[src/rtl/dds_pkg.sv]
// Shared defaults for the DDS phase generator: accumulator, ROM address,
// sample and rate-divider widths, plus the sine ROM depth derived from them.
package dds_pkg;

    localparam int DDS_ACC_W  = 32;
    localparam int DDS_ADDR_W = 10;
    localparam int DDS_DATA_W = 10;
    localparam int DDS_DIV_W  = 16;

    // Number of entries in the sine ROM addressed by the top accumulator bits.
    localparam int DDS_ROM_DEPTH = 1 << DDS_ADDR_W;

    // Depth of a ROM with the given address width, for non-default builds.
    function automatic int rom_depth(input int addr_w);
        return 1 << addr_w;
    endfunction

endpackage

[src/rtl/dds_rate_div.sv]
// Sample-rate divider: produces one tick every rate_div+1 enabled cycles.
// Uses >= in the compare so lowering rate_div below the running count
// fires on the next enabled cycle instead of counting through the wrap.
module dds_rate_div
    import dds_pkg::*;
#(
    parameter int DIV_W = DDS_DIV_W
) (
    input  logic             clk,
    input  logic             rst_n,
    input  logic             en,
    input  logic [DIV_W-1:0] rate_div,
    output logic             tick
);

    logic [DIV_W-1:0] cnt_q;
    logic [DIV_W-1:0] cnt_d;

    assign tick = en && (cnt_q >= rate_div);

    // Next count: restart on tick, advance while enabled, otherwise hold.
    always_comb begin
        cnt_d = cnt_q;
        if (tick) begin
            cnt_d = '0;
        end else if (en) begin
            cnt_d = cnt_q + 1'b1;
        end
    end

    // Count register.
    always_ff @(posedge clk or negedge rst_n) begin
        if (!rst_n) begin
            cnt_q <= '0;
        end else begin
            cnt_q <= cnt_d;
        end
    end

endmodule

[src/rtl/dds_phase_gen.sv]
// DDS phase generator: phase accumulator with a one-deep tuning-word buffer,
// rate-divided stepping and a two-stage sample pipeline around an external
// combinational sine ROM.
// Optional feature: define DDS_PHASE_OFFSET_EN to add the phase_off input,
// which is added to the ROM address with no extra latency.
module dds_phase_gen
    import dds_pkg::*;
#(
    parameter int ACC_W  = DDS_ACC_W,
    parameter int ADDR_W = DDS_ADDR_W,
    parameter int DATA_W = DDS_DATA_W,
    parameter int DIV_W  = DDS_DIV_W
) (
    input  logic              clk,
    input  logic              rst_n,
    input  logic              en,
    input  logic [DIV_W-1:0]  rate_div,
    input  logic [ACC_W-1:0]  ftw,
    input  logic              ftw_valid,
    output logic              ftw_ready,
    input  logic              phase_clr,
`ifdef DDS_PHASE_OFFSET_EN
    input  logic [ADDR_W-1:0] phase_off,
`endif
    output logic [ADDR_W-1:0] rom_addr,
    input  logic [DATA_W-1:0] rom_data,
    output logic [DATA_W-1:0] sample,
    output logic              sample_valid,
    output logic              wrap
);

    logic              tick;
    logic              step_en;
    logic              accept;
    logic [ACC_W-1:0]  step;
    logic [ACC_W:0]    sum_full;

    logic [ACC_W-1:0]  acc_q,        acc_d;
    logic [ACC_W-1:0]  ftw_active_q, ftw_active_d;
    logic [ACC_W-1:0]  pend_word_q,  pend_word_d;
    logic              pend_valid_q, pend_valid_d;
    logic              stg_valid_q,  stg_valid_d;
    logic              stg_carry_q,  stg_carry_d;
    logic [DATA_W-1:0] sample_q,     sample_d;
    logic              out_valid_q,  out_valid_d;
    logic              out_wrap_q,   out_wrap_d;

    dds_rate_div #(
        .DIV_W (DIV_W)
    ) u_rate_div (
        .clk      (clk),
        .rst_n    (rst_n),
        .en       (en),
        .rate_div (rate_div),
        .tick     (tick)
    );

    // A clear in the tick cycle swallows the step entirely: no phase advance,
    // no word consumption and no sample.
    assign step_en   = tick && !phase_clr;
    assign ftw_ready = !pend_valid_q;
    assign accept    = ftw_valid && ftw_ready;
    assign step      = pend_valid_q ? pend_word_q : ftw_active_q;
    assign sum_full  = {1'b0, acc_q} + {1'b0, step};

`ifdef DDS_PHASE_OFFSET_EN
    assign rom_addr = acc_q[ACC_W-1 -: ADDR_W] + phase_off;
`else
    assign rom_addr = acc_q[ACC_W-1 -: ADDR_W];
`endif

    assign sample       = sample_q;
    assign sample_valid = out_valid_q;
    assign wrap         = out_wrap_q;

    // Next-state for accumulator, tuning-word buffer and sample pipeline.
    always_comb begin
        acc_d        = acc_q;
        ftw_active_d = ftw_active_q;
        pend_word_d  = pend_word_q;
        pend_valid_d = pend_valid_q;

        if (phase_clr) begin
            acc_d = '0;
        end else if (step_en) begin
            acc_d = sum_full[ACC_W-1:0];
        end

        // A pending word is used by the step that consumes it, then retired.
        if (step_en && pend_valid_q) begin
            ftw_active_d = pend_word_q;
            pend_valid_d = 1'b0;
        end

        // Acceptance only happens while the buffer is empty, so it never
        // collides with a consumption in the same cycle.
        if (accept) begin
            pend_word_d  = ftw;
            pend_valid_d = 1'b1;
        end

        // Stage 1 marks the step; the ROM sees the new address during it.
        stg_valid_d = step_en;
        stg_carry_d = step_en && sum_full[ACC_W];

        // Stage 2 captures the ROM word and presents it with its carry.
        sample_d    = stg_valid_q ? rom_data : sample_q;
        out_valid_d = stg_valid_q;
        out_wrap_d  = stg_valid_q && stg_carry_q;
    end

    // State registers with asynchronous clear.
    always_ff @(posedge clk or negedge rst_n) begin
        if (!rst_n) begin
            acc_q        <= '0;
            ftw_active_q <= '0;
            pend_word_q  <= '0;
            pend_valid_q <= 1'b0;
            stg_valid_q  <= 1'b0;
            stg_carry_q  <= 1'b0;
            sample_q     <= '0;
            out_valid_q  <= 1'b0;
            out_wrap_q   <= 1'b0;
        end else begin
            acc_q        <= acc_d;
            ftw_active_q <= ftw_active_d;
            pend_word_q  <= pend_word_d;
            pend_valid_q <= pend_valid_d;
            stg_valid_q  <= stg_valid_d;
            stg_carry_q  <= stg_carry_d;
            sample_q     <= sample_d;
            out_valid_q  <= out_valid_d;
            out_wrap_q   <= out_wrap_d;
        end
    end

endmodule
[config.mk]
export PLATFORM = sky130hd
export DESIGN_NAME = dds_phase_gen
export DESIGN_NICKNAME = d
export VERILOG_FILES = /design/src/rtl/dds_pkg.sv /design/src/rtl/dds_rate_div.sv /design/src/rtl/dds_phase_gen.sv
export SDC_FILE = /design/constraint.sdc
export NUM_CORES = 1
export LEC_CHECK = 0
export BUFFER_PORTS_ARGS = -buffer_cell sky130_fd_sc_hd__buf_2
export CAP_MARGIN = 20
export CORE_MARGIN = 3
export CORE_UTILIZATION = 50
export DETAILED_ROUTE_END_ITERATION = 10
export MAX_ROUTING_LAYER = met4
export PLACE_DENSITY_LB_ADDON = 0.05
export SYNTH_ARGS = -nofsm -noshare
export SYNTH_HDL_FRONTEND = slang
export SYNTH_SLANG_ARGS = --single-unit
[constraint.sdc]
create_clock -name clk -period 3.05 [get_ports clk]
set_input_delay 0.61 -clock clk [delete_from_list [all_inputs] [get_ports clk]]
set_output_delay 0.61 -clock clk [all_outputs]
set_load 0.02 [all_outputs]
==> results of run 1 <==
[stage by stage]
stage           util  worst slack [ns]  instance area, um2
4_1_cts        0.631           0.00576                9240
2_1_floorplan      -            0.0209                7540
3_5_place_dp   0.581           -0.0367                8510
3_3_place_gp   0.581         0.0000984                8510
6_report       0.653            0.0414                9560
5_1_grt        0.653            -0.159                9560
[report_power, final]
group	switching [mW]	leakage, nW	internal, mW	total [mW]
Combinational	0.296	2.69	0.316	0.612
Sequential	0.0989	1.71	1.78	1.88
Clock	0.739	0.302	1.43	2.17
Total	1.13	4.70	3.52	4.66
[synthesized netlist by cell type (all sizes together) (10+ instances only)]
cell / count
a211oi: 10
a21o: 12
a21oi: 57
buf: 28
clkbuf: 11
dfrtp: 127
ha: 49
inv: 28
mux2: 105
nand2: 70
nand3: 14
nand3b: 12
nor2: 33
nor3: 10
o21ai: 32
xnor2: 14
xor2: 17
[sequential cells by signal (all words and copies together), names as in the netlist]
register	cells
sample_valid	1
sample	10
stg_carry_q	1
acc_q	32
pend_word_q	32
u_rate_div.cnt_q	16
ftw_active_q	32
wrap	1
out_valid_d	1
pend_valid_q	1
[layer usage]
metal  share of wire  wire, um  GRT usage  vias to the layer above
met1            0.46      7810      0.280                     2905
li1                -         -          -                     2840
met2            0.49      8390      0.359                      125
met5               0         0          -                        -
met3           0.042       713     0.0473                       16
met4           0.011       189     0.0636                        0
[what timing repair did]
action                                  4_1_cts  5_1_grt
resized for setup                            15       58
setup buffers                                 5        2
pin swaps                                     8       17
endpoints found under the setup margin        8       18
[cell families after synthesis]
kind of cell | share of synthesized area
fa+ha+maj | 0.0840
mux | 0.160
flops | 0.422
simple gates | 0.126
xor+xnor | 0.0360
buf+inv | 0.0423
compound gates | 0.131
[area by class of cell]
| cell class | count | area share |
|---|---|---|
| clock buffer | 22 | 0.0496 |
| clock inverter | 9 | 0.0165 |
| inverter | 28 | 0.0110 |
| multi-input combinational | 525 | 0.459 |
| sequential | 127 | 0.333 |
| tap | 184 | 0.0241 |
| timing repair buffer | 155 | 0.107 |
[worst max-delay path by stage]
stage	startpoint	endpoint	cells past startpoint
after CTS	pend_valid_q$_DFFE_PN0P_	acc_q[29]$_DFFE_PN0P_	13
after floorplan	pend_valid_q$_DFFE_PN0P_	stg_carry_q$_DFF_PN0_	12
after global routing	pend_valid_q$_DFFE_PN0P_	acc_q[26]$_DFFE_PN0P_	13
after detailed placement	pend_valid_q$_DFFE_PN0P_	acc_q[31]$_DFFE_PN0P_	11
after global placement	pend_valid_q$_DFFE_PN0P_	acc_q[31]$_DFFE_PN0P_	10
final	pend_valid_q$_DFFE_PN0P_	acc_q[31]$_DFFE_PN0P_	12
==> metrics.txt, run 1 <==
reg2reg end=acc_q[31]$_DFFE_PN0P_; final period utilization=0.986; Final Net Count=just under 1,000; Worst-Margin Slew=0.465 ns; Setup crit end kind=flop; die area=0.0166 mm2; DP HPWL=12,000 um; routability congestion estimate=0.891; layout cells sized above 1=0.406; clk slew on worst S/H paths=0.06 ns; first-pass GRT wire length=roughly 28,000 um; overall routing resource usage=0.221; Finished Layout Cells=1,050; Worst EP arrival=3.31 ns; Multi-input gate area=0.00438 mm2; final-layout fill cell count=1,168; CTS Buf Count=17; Slowest cell on crit path=dfrtp_2; vias in the first global route=5,938; worst hold slack=0.114 ns; final setup TNS=0 ns; Tmin final=3.01 ns; Final Hold Fails=0; Starting Density=0.515; DRT antenna net count=0; CTS H-tree depth=4; synth warn=0; Die Span X=129 um; total of max-cap violations=0; RSZ-0062 raised after global routing=yes; Pre-antenna DRT Iters=4; Yosys cell types=66; area leader, netlist=dfrtp_1; maximum clock path buffer count=2; placed cells=1,014; IR drop worst, VDD=around 0.0004 V; Routed WL=17,100 um; top-area cell type share of the netlist area=0.422; Antenna Cells=0; area grow syn2layout=26.8%; Worst R2R Start=pend_valid_q$_DFFE_PN0P_; DRC Markers=0; mean post-synth cell area=10.5 um2; ys flop type=dfrtp_1; worst reg-to-reg setup slack=0.04 ns; net count after synthesis=832; #FFs+latches synth=127; P_leak=around 4.7 nW; Worst slew margin=0.690; largest fanout on the critical path=6; status=finished, final reports clean; asr flop ratio synth=1.00; nature of the critical path startpoint=flop; top cell family by delay on the critical path=compound AO/OA/AOI/OAI gates; flip-flop and latch area=0.00318 mm2; row cnt=44; Crit path required time=3.35 ns; later-pin clock latency in the skew report=around 0.42 ns; number of buffers added on ports=85; Max Fclk=0.332 GHz; routed vias=around 6,000; Total Power=4.66 mW; synthesized cell area=0.00754 mm2; IO Pins=86; CTS tree=done; PwrDens=487 mW/mm2; Cell Chain, Critical Path=buf_12, buf_8, buf_4, mux2_4, ha_4, a211oi_4, o21ai_2, a31o_1, or3b_4, o221ai_4, o21ai_2, a211o_1; largest net degree at the start of global routing=50; CTS Hold Bufs=0; via-per-instance ratio=5.61; EDFF count, synth=0; Die Y=about 130 um; commonest non-fill, non-tap cell in the layout=dfrtp_1; WL/cell=between 15 and 20 um; Iteration-0 DRC Markers=about 300; clock root cell=clkbuf_16; initial antenna violation count=0; gr ovfl total=0; most frequent cells in the layout=dfrtp_1 (126), mux2_2 (102), buf_2 (84); CTS Sinks=127; Area contributors post-synth=dfrtp_1 (42%), mux2_2 (16%), ha_1 (8.1%); Post-Syn Instances=roughly 700; Clock Skew=0.00906 ns; final number of setup-violating endpoints=0; count of pins over their slew limit=0; Max stage delay on crit path=roughly 0.43 ns; sequential fraction of the synthesis area=0.422; Worst R2R Path Depth=12; Tightest Hold Check Type=input pin to asynchronous set/reset pin; Core Region=0.0146 mm2; Buf+Inv Stages, Crit Path=3; Worst Setup Path Type=flop to flop; crit-path most repeated cell=o21ai_2
Power figures use the tool's default switching activity.
==> inputs of run 2 (changes only) <==
- SLEW_MARGIN: not set -> 20
- clock period: 3.05 -> 3.75 ns (I/O delays scaled with it)
==> run 2 against run 1 <==
Global-route usage shrank 1.5 points; clock skew is essentially flat; first-iteration DRC count increased by 11%; final cell count down 5.6%; power shrank 19%; worst hold slack gained 0.26 ns; non-clock buffer count decreased by 60; cell area decreased by 8.2%; flip-flop and latch count is the same; critical path depth decreased by 1; utilization decreased by 5.4 points; largest cell class unchanged.
==> metrics.txt, run 2 (synthesis gave the netlist of run 1 again) <==
P_leak=4.39 nW (was 4.70 nW); Pre-antenna DRT Iters=6 (was 4); Antenna Cells=0 (unchanged); Routed WL=15,700 um (was 17,100 um); Die Y=129 um (unchanged); nature of the critical path startpoint=flop (unchanged); Crit path required time=4.09 ns (was 3.35 ns); die area=0.0166 mm2 (unchanged); layout cells sized above 1=0.310 (was 0.406); Worst R2R Path Depth=11 (was 12); Starting Density=0.515 (unchanged); routability congestion estimate=0.967 (was 0.891); CTS H-tree depth=4 (unchanged); commonest non-fill, non-tap cell in the layout=dfrtp_1 (unchanged); routed vias=5,502 (was 5,886); Final Net Count=907 (was 967); gr ovfl total=0 (unchanged); largest net degree at the start of global routing=54 (was 50); final instance area=0.00877 mm2 (was 0.00956 mm2); most frequent cells in the layout=dfrtp_1 (127), mux2_2 (105), buf_2 (84) (was dfrtp_1 (126), mux2_2 (102), buf_2 (84)); Tmin final=3.32 ns (was 3.01 ns); Die Span X=129 um (unchanged); Tightest Hold Check Type=input pin to asynchronous set/reset pin (unchanged); IR drop worst, VDD=0.000373 V (was 0.000391 V); clock root cell=clkbuf_16 (unchanged); maximum clock path buffer count=2 (unchanged); CTS resizes=0 (was 15); count of pins over their slew limit=0 (unchanged); CTS tree=done (unchanged); final-layout fill cell count=1,238 (was 1,168); clk slew on worst S/H paths=0.06 ns (about the same); WL/cell=15.9 um (was 16.3 um); RSZ-0062 raised after global routing=no (was yes); Worst EP arrival=3.66 ns (was 3.31 ns); final number of setup-violating endpoints=0 (unchanged); worst hold slack=0.374 ns (was 0.114 ns); Core Region=0.0146 mm2 (unchanged); CTS Hold Bufs=0 (unchanged); total of max-cap violations=0 (unchanged); first-pass GRT wire length=26,700 um (was 28,400 um); DRC Markers=0 (unchanged); IO Pins=86 (unchanged); initial antenna violation count=0 (unchanged); Worst slew margin=0.519 (was 0.690); via-per-instance ratio=5.55 (was 5.61); vias in the first global route=5,507 (was 5,938); later-pin clock latency in the skew report=0.42 ns (about the same); placed instance area=0.00811 mm2 (was 0.00851 mm2); DRT antenna net count=0 (unchanged); largest fanout on the critical path=10 (was 6); Final Hold Fails=0 (unchanged); area grow syn2layout=16.4% (was 26.8%); number of buffers added on ports=85 (unchanged); CTS Sinks=127 (unchanged); Clock Skew=0.00873 ns (was 0.00906 ns); DP HPWL=11,100 um (was 12,000 um); Worst Setup Path Type=flop to flop (unchanged); row cnt=44 (unchanged); PwrDens=430 mW/mm2 (was 487 mW/mm2); Iteration-0 DRC Markers=324 (was 292); Post-CTS Setup Bufs=0 (was 5); Worst-Margin Slew=0.722 ns (was 0.465 ns); CTS Buf Count=17 (unchanged); Finished Layout Cells=991 (was 1,050); pre-CTS setup slack=0.431 ns (was -0.0367 ns); Setup crit end kind=flop (unchanged); final setup TNS=0 ns (unchanged); leading registers by flop count=acc_q x32, ftw_active_q x32, pend_word_q x32 (unchanged); status=finished, final reports clean (unchanged); overall routing resource usage=0.206 (was 0.221); placed cells=959 (was 1,014); Final Worst Setup Slack=0.425 ns (was 0.0414 ns); Max Fclk=0.301 GHz (was 0.332 GHz); final period utilization=0.887 (was 0.986)
-- run 2: per-stage QoR --
step / utilization / total power [mW]
floorplan: - / 1.81
global placement: 0.554 / 1.94
detailed placement: 0.554 / 1.96
CTS: 0.599 / 3.82
global route: 0.599 / 3.95
finish: 0.599 / 3.77
-- run 2: layout make-up --
| type | instances | area (um2) | share of cell area |
|---|---|---|---|
| flip-flops and latches | 127 | 3180 | 0.362 |
| well taps | 184 | 230 | 0.0262 |
| repair buffers | 95 | 553 | 0.0630 |
| multi-input cells | 525 | 4040 | 0.461 |
| inverters | 28 | 105 | 0.0120 |
| clock buffers | 20 | 457 | 0.0521 |
| clock inverters | 12 | 209 | 0.0238 |
-- run 2: report_power, final --
part	internal [mW]	switching, mW
Combinational	0.201	0.208
Sequential	1.44	0.0789
Clock	1.22	0.621
Total	2.87	0.908
-- run 2: routing by layer --
layer  routed length, um  GRT usage  vias up
met5                   0          -        -
met2                7210      0.320      114
li1                    -          -     2721
met3                 664     0.0523       20
met1                7670      0.270     2647
met4                 178     0.0513        0
-- run 2: path summary, 6_finish.rpt --
path                       slack (ns)                          endpoint                      from
min                              0.37             sample[5]$_DFFE_PN0P_                     rst_n
min in group clk                 0.46                    wrap$_DFF_PN0_     stg_carry_q$_DFF_PN0_
min reg2reg                      0.46                    wrap$_DFF_PN0_     stg_carry_q$_DFF_PN0_
max reg2reg                      0.43             acc_q[17]$_DFFE_PN0P_  pend_valid_q$_DFFE_PN0P_
max                              0.43             acc_q[17]$_DFFE_PN0P_  pend_valid_q$_DFFE_PN0P_
max in group asynchronous        2.55  u_rate_div.cnt_q[15]$_DFFE_PN0P_                     rst_n
-- run 2: worst max-delay path: stages (launching register included) --
cell	delay, ns
dfrtp_1	0.54
buf_12	0.19
mux2_2	0.34
ha_1	0.33
a21o_1	0.19
a211oi_1	0.36
o211ai_1	0.19
o21ai_0	0.47
o21ai_0	0.20
xnor2_1	0.20
nand2_1	0.08
a21oi_1	0.16
